**config.mk**
```make
export PLATFORM = sky130hd
export DESIGN_NAME = sram_like_arbiter
export DESIGN_NICKNAME = d
export VERILOG_FILES = /design/src/rtl/sram_like_arbiter.sv
export SDC_FILE = /design/constraint.sdc
export NUM_CORES = 1
export LEC_CHECK = 0
export ABC_AREA = 0
export ABC_CLOCK_PERIOD_IN_PS = 3850
export BUFFER_PORTS_ARGS = -buffer_cell sky130_fd_sc_hd__buf_2
export CAP_MARGIN = 20
export CORE_AREA = 2 2 119 121
export DETAILED_ROUTE_END_ITERATION = 10
export DIE_AREA = 0 0 121 123
export GPL_ROUTABILITY_DRIVEN = 0
export HOLD_SLACK_MARGIN = 0.06
export PLACE_DENSITY = 0.48
export SYNTH_ARGS = -nofsm -noshare
export SYNTH_HDL_FRONTEND = slang
export SYNTH_HIERARCHICAL = 1
export SYNTH_SLANG_ARGS = --single-unit
```
**constraint.sdc**
```tcl
create_clock -name clk -period 3.85 [get_ports clk]
set_input_delay 0.1925 -clock clk [delete_from_list [all_inputs] [get_ports clk]]
set_output_delay 0.1925 -clock clk [all_outputs]
set_load 0.02 [all_outputs]
```
**src/rtl/sram_like_arbiter.sv**
```systemverilog
// Shares one SRAM-like slave port between the inst-fetch and data masters. One
// transaction at a time; data first, with a starvation guard for inst fetch.

module sram_like_arbiter_checker (
  input logic clk,
  input logic resetn,
  input logic in_addr,
  input logic grant_inst,
  input logic inst_req,
  input logic data_req,
  input logic s_data_ok
);
  // a granted master must keep requesting until its address is accepted
  req_held: assert property (@(posedge clk) disable iff (!resetn)
    in_addr |-> (grant_inst ? inst_req : data_req));
  // slave may not finish the data phase in the address-accept cycle
  no_early_data: assert property (@(posedge clk) disable iff (!resetn)
    in_addr |-> !s_data_ok);
endmodule

module sram_like_arbiter #(
  parameter int ADDR_W       = 32,
  parameter int DATA_W       = 32,
  parameter int STARVE_LIMIT = 4
) (
  input  logic              clk,
  input  logic              resetn,
  input  logic              inst_req,
  input  logic              inst_wr,
  input  logic [1:0]        inst_size,
  input  logic [ADDR_W-1:0] inst_addr,
  input  logic [DATA_W-1:0] inst_wdata,
  output logic              inst_addr_ok,
  output logic              inst_data_ok,
  output logic [DATA_W-1:0] inst_rdata,
  input  logic              data_req,
  input  logic              data_wr,
  input  logic [1:0]        data_size,
  input  logic [ADDR_W-1:0] data_addr,
  input  logic [DATA_W-1:0] data_wdata,
  output logic              data_addr_ok,
  output logic              data_data_ok,
  output logic [DATA_W-1:0] data_rdata,
  output logic              s_req,
  output logic              s_wr,
  output logic [1:0]        s_size,
  output logic [ADDR_W-1:0] s_addr,
  output logic [DATA_W-1:0] s_wdata,
  input  logic              s_addr_ok,
  input  logic              s_data_ok,
  input  logic [DATA_W-1:0] s_rdata,
  output logic              mem_stall
);

  typedef enum logic [1:0] {IDLE = 2'd0, ADDR = 2'd1, DATA = 2'd2} state_t;

  localparam logic [3:0] LIMIT = 4'(STARVE_LIMIT);

  state_t     state_r, state_s;
  logic       grant_inst_r, grant_inst_s;
  logic [3:0] starve_cnt_r, starve_cnt_s;
  logic       pick_inst_s;
  logic       inst_busy_s, data_busy_s;

  // state, grant and starvation counter registers
  always_ff @(posedge clk or negedge resetn) begin
    if (!resetn) begin
      state_r      <= IDLE;
      grant_inst_r <= 1'b0;
      starve_cnt_r <= 4'd0;
    end else begin
      state_r      <= state_s;
      grant_inst_r <= grant_inst_s;
      starve_cnt_r <= starve_cnt_s;
    end
  end

  // grant decision in IDLE, phase sequencing in ADDR/DATA
  always_comb begin
    state_s      = state_r;
    grant_inst_s = grant_inst_r;
    starve_cnt_s = starve_cnt_r;
    pick_inst_s  = inst_req & (~data_req | (starve_cnt_r == LIMIT));
    case (state_r)
      IDLE: begin
        if (pick_inst_s) begin
          grant_inst_s = 1'b1;
          starve_cnt_s = 4'd0;
          state_s      = ADDR;
        end else if (data_req) begin
          grant_inst_s = 1'b0;
          state_s      = ADDR;
          // data wins over a waiting inst: count towards forcing inst first
          if (inst_req && (starve_cnt_r != LIMIT)) begin
            starve_cnt_s = starve_cnt_r + 4'd1;
          end else begin
            starve_cnt_s = starve_cnt_r;
          end
        end else begin
          state_s = IDLE;
        end
      end
      ADDR: begin
        if (s_addr_ok) begin
          state_s = DATA;
        end else begin
          state_s = ADDR;
        end
      end
      DATA: begin
        if (s_data_ok) begin
          state_s = IDLE;
        end else begin
          state_s = DATA;
        end
      end
      default: state_s = IDLE;
    endcase
  end

  // slave command mux and per-master handshake routing
  always_comb begin
    s_req        = 1'b0;
    s_wr         = 1'b0;
    s_size       = 2'd0;
    s_addr       = {ADDR_W{1'b0}};
    s_wdata      = {DATA_W{1'b0}};
    inst_addr_ok = 1'b0;
    data_addr_ok = 1'b0;
    inst_data_ok = 1'b0;
    data_data_ok = 1'b0;
    case (state_r)
      ADDR: begin
        s_req = 1'b1;
        if (grant_inst_r) begin
          s_wr         = inst_wr;
          s_size       = inst_size;
          s_addr       = inst_addr;
          s_wdata      = inst_wdata;
          inst_addr_ok = s_addr_ok;
        end else begin
          s_wr         = data_wr;
          s_size       = data_size;
          s_addr       = data_addr;
          s_wdata      = data_wdata;
          data_addr_ok = s_addr_ok;
        end
      end
      DATA: begin
        if (grant_inst_r) begin
          inst_data_ok = s_data_ok;
        end else begin
          data_data_ok = s_data_ok;
        end
      end
      default: s_req = 1'b0;
    endcase
  end

  assign inst_busy_s = grant_inst_r & (state_r != IDLE);
  assign data_busy_s = ~grant_inst_r & (state_r != IDLE);

  // stall drops in the data_ok cycle so the pipeline advances on that edge
  assign mem_stall = ((inst_req | inst_busy_s) & ~inst_data_ok) |
                     ((data_req | data_busy_s) & ~data_data_ok);

  assign inst_rdata = s_rdata;
  assign data_rdata = s_rdata;

  sram_like_arbiter_checker u_chk (
    .clk        (clk),
    .resetn     (resetn),
    .in_addr    (state_r == ADDR),
    .grant_inst (grant_inst_r),
    .inst_req   (inst_req),
    .data_req   (data_req),
    .s_data_ok  (s_data_ok)
  );

endmodule

```
==> results.py <==
metrics = {
    "run_status": {
        "run_status": "finished clean",
    },
    "clock_network": {
        "clock_input_transition_at_the_sequential_cells_of_the_worst_setup_and_hold_paths_ns": 0.04,
        "cts_tree": "done",
        "worstSkewPairLatency_ns": 0.23,
        "tritoncts.num_buffers": 3,
        "cts-htree-levels": 1,
        "cts_buffer_depth": 2,
        "cts.repair_timing.setup_buffer_count": 0,
        "clock_sink_count": 7,
        "cts_repair_resize_count": 0,
        "cts_root_buffer": "sky130_fd_sc_hd__clkbuf_16",
        "cts_hold_buffers": 1,
    },
    "min_path": {
        "min-delay-path-class": "primary input to flop",
        "timing.hold.worst.start": "s_addr_ok",
    },
    "detailed_routing": {
        "drtIter0Drc": 46,
        "dr.pass1.iters": 4,
        "drt.antenna.violating_nets": 0,
        "detail_route.drc_violations": 0,
        "routed-via-count": 2087,
        "post_drt_wl_per_cell_um": 11.3,
        "vias_per_cell": 3.60,
        "routed_wl_um": 6550,
    },
    "synth": {
        "ys_seq_area_share_pct": 9.09,
        "synth_area_leaders": "sky130_fd_sc_hd__mux2i_1 (36%), sky130_fd_sc_hd__buf_4 (25%), sky130_fd_sc_hd__nor2_1 (13%), sky130_fd_sc_hd__dfrtp_1 (9.1%), sky130_fd_sc_hd__buf_2 (3.1%)",
        "synth_nets": 436,
        "yosys.area.top_type": "sky130_fd_sc_hd__mux2i_1",
        "synth_enable_flop_cells": 0,
        "yosysUniqueCellTypes": 32,
        "asyncSetResetFlopFracSynth_pct": 100,
        "netlist_instances": 262,
        "dominantRegCellSynth": "sky130_fd_sc_hd__dfrtp_1",
        "ys_warn_count": 6,
        "syn-mean-instance-area_sq_um": 7.35,
        "synthesis.area_sq_mm": 0.00193,
        "yosys-top-cells-count": "sky130_fd_sc_hd__mux2i_1 (69), sky130_fd_sc_hd__nor2_1 (69), sky130_fd_sc_hd__buf_4 (64)",
        "synth_seq_cells": 7,
        "post-synth-top-area-fraction_pct": 35.8,
    },
    "setup_path": {
        "path_cells": "nand2b_2, buf_4, nor2_1, buf_2",
        "worst_ep_required_time_ns": 3.66,
        "crit_path_max_incr_delay_ns": 0.76,
        "timing.critical_path.depth": 4,
        "reg2reg_from": "state_r[1]",
        "worstSetupStartpointType": "flop",
        "path_delay_family": "simple AND/OR/NAND/NOR gates",
        "worst-path-buf-inv": 2,
        "critical-path-slowest-cell": "sky130_fd_sc_hd__nand2b_2",
        "worst_setup_path_startpoint": "state_r[1]",
        "reg2reg_setup_slack_ns": 2.12,
        "type_of_destination_of_the_critical_path": "primary output",
        "crit_path_category": "flop to primary output",
        "crit_path_max_fanout": 44,
        "worst_ep_arrival_ns": 2.11,
        "cp-endpoint": "s_addr[31]",
        "r2r_end": "state_r[1]",
        "worstRegToRegCells": 4,
    },
    "sta": {
        "fmax_mhz": 434,
        "period_minus_slack_ns": 2.30,
        "worst_skew_ns": 0.000570,
        "timing.max_slew.rel_slack_pct": 39.5,
        "period_share_pct": 59.8,
        "worstMarginPinSlew_ns": 0.907,
        "totalNegativeSetupSlack_ns": 0,
        "hold-worst-slack_ns": 0.189,
        "setup_viol": 0,
        "hold_viol": 0,
        "report.final.slew_viol_count": 0,
        "rsz0062_at_grt": "false",
    },
    "global_route": {
        "grt_max_degree": 45,
        "grt_pass1_vias": 1743,
        "grt_pass1_wl_um": 8690,
        "initial_antenna_violation_count": 0,
        "globalRouteOverflowTotal": 0,
        "grt_util_all_layers_pct": 7.19,
    },
    "final_layout": {
        "multi_input_comb_area_sq_mm": 0.00117,
        "diodes": 0,
        "final_layout_size_suffix_gt1_share_pct": 55.6,
        "register_area_sq_um": 179,
        "area_delta_synth_final_pct": 43.5,
        "final.fill_count": 1555,
        "final_net_count": 574,
        "final-instance-count-excl-fill": 579,
    },
    "power": {
        "leakage_power_summed_over_all_cells_nw": 1.52,
        "p_per_area_mw_per_mm2": 700,
        "peakVddDrop_v": 0.000308,
    },
    "placed_design": {
        "dp_hpwl_um": 5350,
        "port_buffers": 212,
        "dpl.cell_count": 574,
    },
    "floorplan": {
        "floorplan.io_pins": 309,
        "placeable_area_sq_mm": 0.0136,
        "die_area_sq_mm": 0.0149,
        "chipHeight_um": 123,
        "rows": 43,
        "die_w_um": 121,
        "initial_utilization_pct": 14.2,
    },
    "job": {
        "timing.max_cap.violations": 0,
    },
}
worst register-to-register path, stage by stage (launching register included):
cell,delay (ns)
sky130_fd_sc_hd__dfrtp_1,0.45
sky130_fd_sc_hd__nand2b_2,0.76
sky130_fd_sc_hd__inv_1,0.16
sky130_fd_sc_hd__nand2_1,0.13
sky130_fd_sc_hd__o21ai_0,0.10
report_power, final:
group	total, W	leakage (nW)	internal (W)	switching, W
clock network	0.000179	0.0382	0.000138	0.0000407
logic	0.00153	1.39	0.000601	0.000924
registers	0.000232	0.0900	0.000102	0.000130
total	0.00194	1.52	0.000840	0.00110
metal layers:
| layer | share of wire [%] | global-route usage [%] |
|---|---|---|
| met5 | 0 | 0 |
| met4 | 0.76 | 1.53 |
| met3 | 9.5 | 1.43 |
| met2 | 51 | 13.2 |
| met1 | 39 | 8.68 |
sequential cells by signal, summed over array words and instances (netlist names):
register and count:
state_r 2, grant_inst_r 1, starve_cnt_r 4
cells in the final DEF (no fill, tap or decap), drive strengths merged, types with 2 or more instances in the layout:
master / n
nor3: 2
buf: 214
nand3: 3
nor2: 69
nand2: 2
o21ai: 4
dfrtp: 7
mux2i: 69
nor3b: 2
clkbuf: 4
inv: 4
ha: 2
metrics by stage:
| step | cell area [sq um] | setup WS [ns] | total power [W] | utilization [%] |
|---|---|---|---|---|
| final | 2770 | 1.55 | 0.00194 | 20.3 |
| after floorplan | 1930 | 2.30 | 0.00139 | - |
| after global routing | 2770 | 1.34 | 0.00209 | 20.3 |
| after CTS | 2770 | 1.47 | 0.00197 | 20.3 |
| after detailed placement | 2680 | 1.73 | 0.00178 | 19.7 |
| after global placement | 2680 | 1.73 | 0.00179 | 19.7 |
kinds of logic (layout without fill, tap and decap cells):
family | count (synthesis) | in the layout | synth area share, %
simple gates | 87 | 87 | 19.5
compound gates | 11 | 11 | 3.90
fa+ha+maj | 2 | 2 | 1.30
buf+inv | 86 | 223 | 30.4
mux | 69 | 69 | 35.8
flops | 7 | 7 | 9.09
cell type report:
class	instances	share of cell area (%)
multi-input cells	169	42.3
inverters	4	0.543
flip-flops and latches	7	6.47
repair buffers	215	39.7
clock buffers	4	2.85
well taps	180	8.14
how the worst min path moves through the flow:
stage,depth (start not counted),to
2_1_floorplan,0,grant_inst_r
3_3_place_gp,1,starve_cnt_r[3]
3_5_place_dp,1,starve_cnt_r[0]
4_1_cts,2,state_r[0]
5_1_grt,2,state_r[0]
6_report,2,state_r[0]
No activity file was read; power rests on OpenSTA's default activity.
